$ cat config.mk
export PLATFORM = sky130hd
export DESIGN_NAME = barrett_reduce_pipe
export DESIGN_NICKNAME = d
export VERILOG_FILES = /design/src/rtl/barrett_reduce_pipe.sv
export SDC_FILE = /design/constraint.sdc
export NUM_CORES = 2
export LEC_CHECK = 0
export CAP_MARGIN = 20
export CORE_ASPECT_RATIO = 1.4
export CORE_UTILIZATION = 42
export CTS_CLUSTER_SIZE = 40
export DETAILED_ROUTE_END_ITERATION = 8
export HOLD_SLACK_MARGIN = 0.08
export SLEW_MARGIN = 20
export SYNTH_ARGS = -nofsm -noshare
export SYNTH_HDL_FRONTEND = slang
export SYNTH_SLANG_ARGS = --single-unit
$ cat constraint.sdc
create_clock -name clk -period 12.3 [get_ports clk]
set_input_delay 1.845 -clock clk [delete_from_list [all_inputs] [get_ports clk]]
set_output_delay 1.845 -clock clk [all_outputs]
set_load 0.1 [all_outputs]
$ cat src/rtl/barrett_reduce_pipe.sv
// Three-stage Barrett reduction of a 64-bit product modulo a fixed odd Q.
// Each stage has its own valid bit; a ready chain lets empty stages refill while later ones stall.
module barrett_reduce_pipe #(
    parameter logic [63:0] Q = 64'd998244353,
    parameter int          K = 30
) (
    input  logic        clk,
    input  logic        rst,
    input  logic        in_valid,
    input  logic [63:0] in_data,
    output logic        in_ready,
    output logic        out_valid,
    output logic [31:0] out_data,
    input  logic        out_ready,
    output logic        out_err
);

    localparam int             MUW  = K + 1;
    // One guard bit above K+1: the uncorrected residue can reach 3Q, which may exceed 2^(K+1).
    localparam int             RW   = K + 2;
    localparam logic [MUW-1:0] MU   = MUW'((128'd1 << (2 * K)) / {64'd0, Q});
    localparam logic [127:0]   MU_W = 128'(MU);
    localparam logic [RW-1:0]  QR   = RW'(Q);
    localparam logic [63:0]    QQ   = Q * Q;

    logic            r_v1, r_v2, r_v3;
    logic [RW-1:0]   r_x1, r_q3;
    logic            r_err1, r_err2, r_err3;
    logic [RW-1:0]   r_r2;
    logic [RW-1:0]   r_res;

    logic            w_rdy1, w_rdy2, w_rdy3;
    logic [RW-1:0]   w_q3;
    logic [RW-1:0]   w_r2;
    logic [RW-1:0]   w_c1, w_c2;

    assign w_rdy3   = !r_v3 || out_ready;
    assign w_rdy2   = !r_v2 || w_rdy3;
    assign w_rdy1   = !r_v1 || w_rdy2;
    assign in_ready = w_rdy1;

    // Only q3 mod 2^RW is ever needed, since the residue is formed mod 2^RW.
    assign w_q3 = RW'((({64'd0, in_data} >> (K - 1)) * MU_W) >> (K + 1));
    assign w_r2 = r_x1 - RW'(r_q3 * QR);
    assign w_c1 = (r_r2 >= QR) ? (r_r2 - QR) : r_r2;
    assign w_c2 = (w_c1 >= QR) ? (w_c1 - QR) : w_c1;

    always_ff @(posedge clk or posedge rst) begin
        if (rst) begin
            r_v1   <= 1'b0;
            r_x1   <= '0;
            r_q3   <= '0;
            r_err1 <= 1'b0;
        end else if (w_rdy1) begin
            r_v1   <= in_valid;
            r_x1   <= in_data[RW-1:0];
            r_q3   <= w_q3;
            r_err1 <= (in_data >= QQ);
        end
    end

    always_ff @(posedge clk or posedge rst) begin
        if (rst) begin
            r_v2   <= 1'b0;
            r_r2   <= '0;
            r_err2 <= 1'b0;
        end else if (w_rdy2) begin
            r_v2   <= r_v1;
            r_r2   <= w_r2;
            r_err2 <= r_err1;
        end
    end

    always_ff @(posedge clk or posedge rst) begin
        if (rst) begin
            r_v3   <= 1'b0;
            r_res  <= '0;
            r_err3 <= 1'b0;
        end else if (w_rdy3) begin
            r_v3   <= r_v2;
            r_res  <= w_c2;
            r_err3 <= r_err2;
        end
    end

    assign out_valid = r_v3;
    assign out_data  = r_v3 ? 32'(r_res) : 32'd0;
    assign out_err   = r_v3 && r_err3;

endmodule

# --- Yosys cells after proc, flatten, opt, wreduce, memory -nomap -nowiden ---
# Cells that the tools add are included.
word_totals:
  output_inout_bits: 35
  input_bits: 68
  register_bits: 134
op_classes:
  multipliers: 2
  add_sub_neg: 3
  mux: 3
  order_cmp: 3
  reduce_logical: 7
op_table:
  columns: ["cell", "count"]
  rows:
  - ["$mux W32", 3]
  - ["$ge A32 B30 Y1 const B", 2]
  - ["$ge A64 B60 Y1 const B", 1]
  - ["$sub A32 B30 Y32 const B", 2]
  - ["$mul A35 B31 Y63 const B", 1]
  - ["$mul A32 B30 Y32 const B", 1]
  - ["$sub A32 B32 Y32", 1]
  - ["$logic_not A1 Y1", 3]
  - ["$logic_or A1 B1 Y1", 3]
  - ["$logic_and A1 B1 Y1", 1]

# --- Logic depth before layout (Yosys ltp) ---
depth:
  ltp_word: 4
  mapped_depth: 27

# --- Worst setup path before layout ---
# OpenSTA, ideal clock, no wires.
synth_timing:
  path_kind: "input to register"
  from: "in in_data[38]"
  to: "reg r_q3[30]"
  path_slack_ns: 3.975
  setup_ns: 0.077
  path_stages: 24
  n_path_buf: 0
  arrival_ns: 8.248
  path_cell_list: "fa_1 -> ha_1 -> fa_1 -> inv_1 -> fa_1 -> inv_1 -> fa_1 -> fa_1 -> fa_1 -> inv_1 -> fa_1 -> inv_1 -> ha_1 -> and4_1 -> nand3_1 -> nor3_1 -> nand3_1 -> and3_1 -> o21ai_0 -> a21oi_1 -> o31ai_1 -> a311oi_1 -> xor2_1 -> a21oi_1"
synth_between:
  elab_chain_cells: 1
synth_rtl:
  columns: ["item", "line", "source"]
  rows:
  - ["start, declared", "10", "input logic [63:0] in_data,"]
  - ["$mul A35 B31 Y63", "43", "assign w_q3 = RW'((({64'd0, in_data} >> (K - 1)) * MU_W) >> (K + 1));"]
  - ["end signal, assigned", "57", "r_q3 <= w_q3;"]
  - ["end, declared", "27", "logic [RW-1:0] r_x1, r_q3;"]
# No other way between the ends.
# A chain may end at the register's enable or synchronous reset.

# --- Worst setup path in the final report ---
layout_timing:
  from: "in in_data[41]"
  to: "reg r_q3[22]"
# The elaborated chain is that of the path after synthesis.

==> metrics.md <==
| Metric | Value |
|---|---|
| Post-route DRC | 0 |
| Data required, critical path | between 10 and 15 ns |
| Crit start category | input pin |
| Synthesized area per cell | roughly 9.4 sq um |
| Post-synth cell types | around 90 |
| Cell family with most CP delay | adder cells |
| Total negative setup slack | 0 ns |
| Starting density of the core | a little over two fifths |
| Worst Setup End Kind | register |
| Commonest non-fill, non-tap cells in the layout | 628 x inv_1, 551 x ha_1, 320 x fa_1 |
| Post-Route WL | approximately 70000 um |
| FFs w/ async S/R, synth | 100.0% |
| Yosys reg bits | 134 |
| Hold Crit Depth | 1 |
| Final Slew Violations | 0 |
| Core ar. | approximately 0.060 sq mm |
| Setup WS post-layout | 2.576 ns |
| EDFF count, synth | 0 |
| Number of global-route vias before repair | 20200 |
| Die area | around 0.062 sq mm |
| Worst-Margin Slew | 1.022 ns |
| Grt ovf | 0 |
| Setup Buffers After CTS | 0 |
| Number of port buffers | between 100 and 150 |
| Largest net degree at the start of global routing | 94 |
| Row cnt | approximately 110 |
| R2R Setup Slk | between 5 and 6 ns |
| Synth-to-layout area growth | 9.614% |
| Run status | finished, final reports clean |
| # hold bufs at CTS | 0 |
| Die Height | about 290 um |
| Via density | about 5 |
| Clk_skew | 0.01239 ns |
| R2R Path End | r_r2[28]$_DFFE_PP0P_ |
| Critical path's largest stage delay | about 0.97 ns |
| GR peak layer | met2 |
| Hold crit path type | register to register |
| Mapped Cells | 2721 |
| Met1 usage | 23.82% |
| Tot GR Track Use | between 20% and 30% |
| Iteration-0 DRC count of the detailed router | just under 800 |
| Total of warnings raised by yosys | 0 |
| CTS buffer count | 17 |
| Mapped Nets | 3660 |
| Clk_lat worst skew | 0.45 ns |
| CTS tree | done |
| Commonest non-fill, non-tap cell in the layout | inv_1 |
| Period utilization | about 80% |
| WP depth | 25 |
| Die W | 210.5 um |
| Final net count | 3734 |
| Fmax | ~0.10 GHz |
| # resized after CTS | 0 |
| Layout cells sized above 1 | 3.028% |
| Reg2Reg Depth | 21 |
| Critical Path Start | in_data[41] |
| Met3 Usage GRT | about 1.5% |
| Min cycle time layout | approximately 9.7 ns |
| ANT nets after route | 0 |
| MaxCap Viol Count | 0 |
| Largest fanout on the critical path | 11 |
| First-pass GRT wire length | 110300 um |
| I/O pin cnt | approximately 100 |
| Initial antenna violation count | 1 |
| Via Count | ~19000 |
| Critical R2R Launch | r_q3[0]$_DFFE_PP0P_ |
| Fin area | 0.02803 sq mm |
| Final hold vios | 0 |
| Worst Path Arrival | 10.08 ns |
| Cell area after synthesis | between 0.02 and 0.03 sq mm |
| Reg clk slew, reported paths | 0.06 ns |
| Met2 GRT Util | a little under half |
| RSZ-0062 raised after global routing | false |
| Sink Count | between 100 and 150 |
| Most used cell, CP | fa_1 |
| Relative slew slack | a little under a third |
| Clk root buf | clkbuf_16 |
| CTS max path bufs | 2 |
| Final setup vio count | 0 |
| WS Path Type | input pin to register |
| Routability cong. | slightly above 0.9 |
| Critical Path Slowest Stage Cell | clkdlybuf4s50_1 |
| Sequential fraction of the synthesis area | 13.11% |
| DR WL/cell | ~19 um |
| TritonRoute pass-1 iters | 8 |
| DP Area | approximately 0.027 sq mm |
| Post-DP HPWL | between 60000 and 70000 um |
| Max H-tree Level | 4 |
| Top FF cell, synth | dfrtp_1 |
| DP Worst Slack | between 2 and 2.5 ns |
| Critical path buffers and inverters | 5 |
| Worst setup endpoint | r_q3[22]$_DFFE_PP0P_ |
[cell usage after synthesis (21+ instances only)]
library cell | number | share of area [%]
inv_1 | 629 | 9.2
nand3_1 | 29 | 0.57
o21ai_0 | 97 | 1.9
nor3_1 | 29 | 0.57
clkbuf_1 | 38 | 0.56
fa_1 | 320 | 25
ha_1 | 551 | 27
xnor2_1 | 96 | 3.3
and2_1 | 45 | 1.1
dfrtp_1 | 134 | 13
a21o_1 | 26 | 0.76
nand2_1 | 143 | 2.1
nor2_1 | 109 | 1.6
a21oi_1 | 132 | 2.6
nand4_1 | 21 | 0.51
xor2_1 | 42 | 1.4
[layout make-up]
cell class	instances	area, sq um
timing repair buffer	116	1126
multi-input combinational	1896	19550
tap	810	1013
inverter	630	2371
sequential	134	3353
clock buffer	21	460.4
clock inverter	10	147.6
fill	5878	31920
antenna	2	5.005
[how the worst min path moves through the flow]
stage | from | endpoint | slack [ns]
2_1_floorplan | r_v1$_DFFE_PP0P_ | r_v2$_DFFE_PP0P_ | 0.43
3_3_place_gp | r_v1$_DFFE_PP0P_ | r_v2$_DFFE_PP0P_ | 0.44
3_5_place_dp | r_v1$_DFFE_PP0P_ | r_v2$_DFFE_PP0P_ | 0.45
4_1_cts | r_v1$_DFFE_PP0P_ | r_v2$_DFFE_PP0P_ | 0.46
5_1_grt | r_v1$_DFFE_PP0P_ | r_v2$_DFFE_PP0P_ | 0.49
6_report | r_v1$_DFFE_PP0P_ | r_v2$_DFFE_PP0P_ | 0.46
[layer usage]
metal / up-vias / wire (um) / share of wire, %
met4: 0 / 4308 / 6.2
li1: 8973 / - / -
met2: 360 / 38650 / 55
met5: - / 0 / 0
met3: 141 / 1365 / 2.0
met1: 9102 / 25490 / 37
[metrics by stage]
| step | utilization, % | instances | hold WS [ns] |
|---|---|---|---|
| 2_1_floorplan | - | 2721 | 0.4258 |
| 3_3_place_gp | 45.73 | 3586 | 0.4398 |
| 3_5_place_dp | 45.73 | 3586 | 0.4483 |
| 4_1_cts | 46.74 | 3617 | 0.4637 |
| 5_1_grt | 46.76 | 3619 | 0.4856 |
| 6_report | 46.76 | 3619 | 0.4594 |
[cells by family (layout without fill, tap and decap cells)]
group                      Yosys count  after routing  share of synthesized area [%]
muxes                                6              6                         0.2642
buffers and inverters              691            777                          10.48
adders and majority gates          871            871                          52.01
and+or+nand+nor                    480            480                          9.429
DFF                                134            134                          13.11
other                                0              2                              0
xor gates and xnor gates           138            138                          4.726
AOI/OAI and AO/OA                  401            401                          9.981
[sequential cells by signal (all words and copies together) (netlist names)]
signal,flops
r_err1,1
r_err2,1
r_v2,1
r_res,32
r_x1,32
out_valid,1
r_q3,32
r_err3,1
r_r2,32
r_v1,1
Power is left out: the tool's default activity adds up to more than one toggle a clock period on the data nets, which glitch-free logic cannot reach.
==> edit: new RTL, same settings <==
`K`: 30 -> 29.
--- a/src/rtl/barrett_reduce_pipe.sv
+++ b/src/rtl/barrett_reduce_pipe.sv
@@ -4,3 +4,3 @@
     parameter logic [63:0] Q = 64'd998244353,
-    parameter int          K = 30
+    parameter int          K = 29
 ) (
Check against the original RTL: not equivalent (Yosys sat finds a counterexample within 4 cycles, from zero or initial values and one cycle with rst high).
==> edit against the unedited design <==
  * Cell area shrank 11%
  * Routed wire length fell by 20%
  * Synthesized cell count shrank 12%
  * Hold slack worse by 0.0058 ns
  * Worst setup slack improved by 0.27 ns
  * Sequential cell count is 4 lower
  * Area after synthesis shrank 11%
  * Critical endpoint is now r_q3[29]
  * Largest cell class unchanged
  * Highest routed layer unchanged
Power is not shown: default switching activity piles up to over one toggle a cycle in this logic, so the estimate is an artifact.
==> edit: results (changes against the unedited design) <==
Outcome
  – Outcome: finished clean

GRT
  – First-pass GRT wire length: 90800 um (-18%)
  – Tot GR Track Use: 21.5% (-2.0 points)
  – Initial antenna violation count: 0 (-1)
  – Pin count of the biggest net entering global routing: 88 (-6.4%)
  – Vias in the first global route: 17600 (-13%)

Detailed routing
  – Pre-Repair DR Iteration Count: 5 (-3)
  – Drt first-iter violations: 647 (-16%)
  – Routed wire length: 55700 um (-20%)
  – Via/cell ratio: 5.06 (-1.4%)

Clock network
  – Clock latency on the worst-skew pair: 0.45 ns (about the same)
  – CTS root buf: clkbuf_16
  – H-tree Lvls: 4 (unchanged)
  – Reg clk slew, reported paths: 0.06 ns (about the same)
  – Num CTS Buffers: 17 (unchanged)

Place
  – DPL Wire Length: 46800 um (-23%)
  – Placer Congestion: 0.902 (-3.3%)
  – Port Buffers: 101 (-0.98%)

Critical path
  – FF-to-FF path depth: 21 (unchanged)
  – Worst path arrival time: 9.82 ns (-0.26 ns)

Worst hold path
  – Tightest Hold Check Type: reg2reg
  – Cells on Worst Hold Path: 1 (unchanged)

Logic synthesis
  – Sequential area share after synthesis: 14.3% (+1.2 points)
  – Synth Net Count: 3221 (-12%)
  – Top FF cell, synth: dfrtp_1
  – Yosys cell types: 85 (-4.5%)
  – Synth area leaders: ha_1, fa_1, dfrtp_1
  – Post-synth top cells: inv_1, ha_1, fa_1
  – FFs w/ async S/R, synth: 100% (unchanged)

Layout
  – Share of cells above drive strength 1: 3.49% (+0.46 points)
  – Final nets: 3297 (-12%)
  – Number of diodes: 0 (-2)

STA
  – Slew headroom: 31.0% (-0.36 points)
  – Setup Skew: 0.00882 ns (-0.00357 ns)
-- edit: cell types whose count changed after synthesis, sizes merged, moves of 8 or more --
| cell | unedited run | this run |
|---|---|---|
| a21oi | 133 | 80 |
| xnor2 | 96 | 69 |
| o31a | 2 | 12 |
| o31ai | 9 | 25 |
| inv | 630 | 535 |
| nor2 | 109 | 98 |
| o21ai | 106 | 94 |
| fa | 320 | 271 |
| o21bai | 13 | 5 |
| ha | 551 | 477 |
| and2 | 45 | 37 |
-- edit: cell type report --
cell class | count | area, um^2
Timing Repair Buffer | 116 | 1120
Multi-Input combinational cell | 1681 | 17100
Fill cell | 5206 | 28300
Inverter | 535 | 2010
Sequential cell | 130 | 3250
Clock buffer | 19 | 443
Tap cell | 714 | 893
Clock inverter | 13 | 161
-- edit: logic make-up (layout without fill, tap and decap cells) --
family                     after synthesis  count (layout)  share of synthesized area [%]
buffers and inverters                  594             683                           10.1
AOI/OAI and AO/OA                      346             346                           10.3
other                                    1               1                         0.0165
adders and majority gates              749             749                           50.3
DFF                                    130             130                           14.3
xor gates and xnor gates               105             105                           4.06
muxes                                    6               6                          0.276
and+or+nand+nor                        474             474                           10.6
-- edit: through the flow --
| step | cells | cell area (um^2) | setup slack (ns) |
|---|---|---|---|
| 5_1_grt | 3208 | 25000 | 2.49 |
| 3_5_place_dp | 3176 | 24400 | 2.33 |
| 2_1_floorplan | 2405 | 22700 | 4.23 |
| 3_3_place_gp | 3176 | 24400 | 2.49 |
| 6_report | 3208 | 25000 | 2.84 |
| 4_1_cts | 3208 | 25000 | 2.81 |
-- edit: path summary, 6_finish.rpt --
path	from	end	slack, ns
hold / removal	r_v1	r_v2	0.45
setup reg to reg	r_q3[0]	r_r2[28]	6.01
min in group asynchronous	rst	r_res[25]	1.86
max in group asynchronous	rst	r_v1	9.14
hold reg to reg	r_v1	r_v2	0.45
setup / recovery	in_data[45]	r_q3[29]	2.84
-- edit: worst max-delay path, cell delays in order --
cell	delay (ns)
clkdlybuf4s50_1	0.95
fa_1	0.54
ha_1	0.28
inv_1	0.05
fa_1	0.50
inv_1	0.05
fa_1	0.46
fa_1	0.52
fa_1	0.55
inv_1	0.06
fa_1	0.53
inv_1	0.04
ha_1	0.33
a21o_1	0.18
a21oi_1	0.14
o21ai_0	0.22
a311o_1	0.43
a31oi_1	0.49
o21ai_0	0.39
a31oi_1	0.47
o21ai_0	0.30
a22o_1	0.27
o31ai_1	0.21
-- edit: metal layers --
layer / track usage [%] / routed length [um] / vias to the layer above / share of wire [%]
li1: - / - / 8035 / -
met1: 24.5 / 22800 / 7878 / 41
met2: 41.3 / 30400 / 236 / 55
met3: 1.84 / 1080 / 82 / 1.9
met4: 6.86 / 1440 / 0 / 2.6
met5: 0 / 0 / - / 0
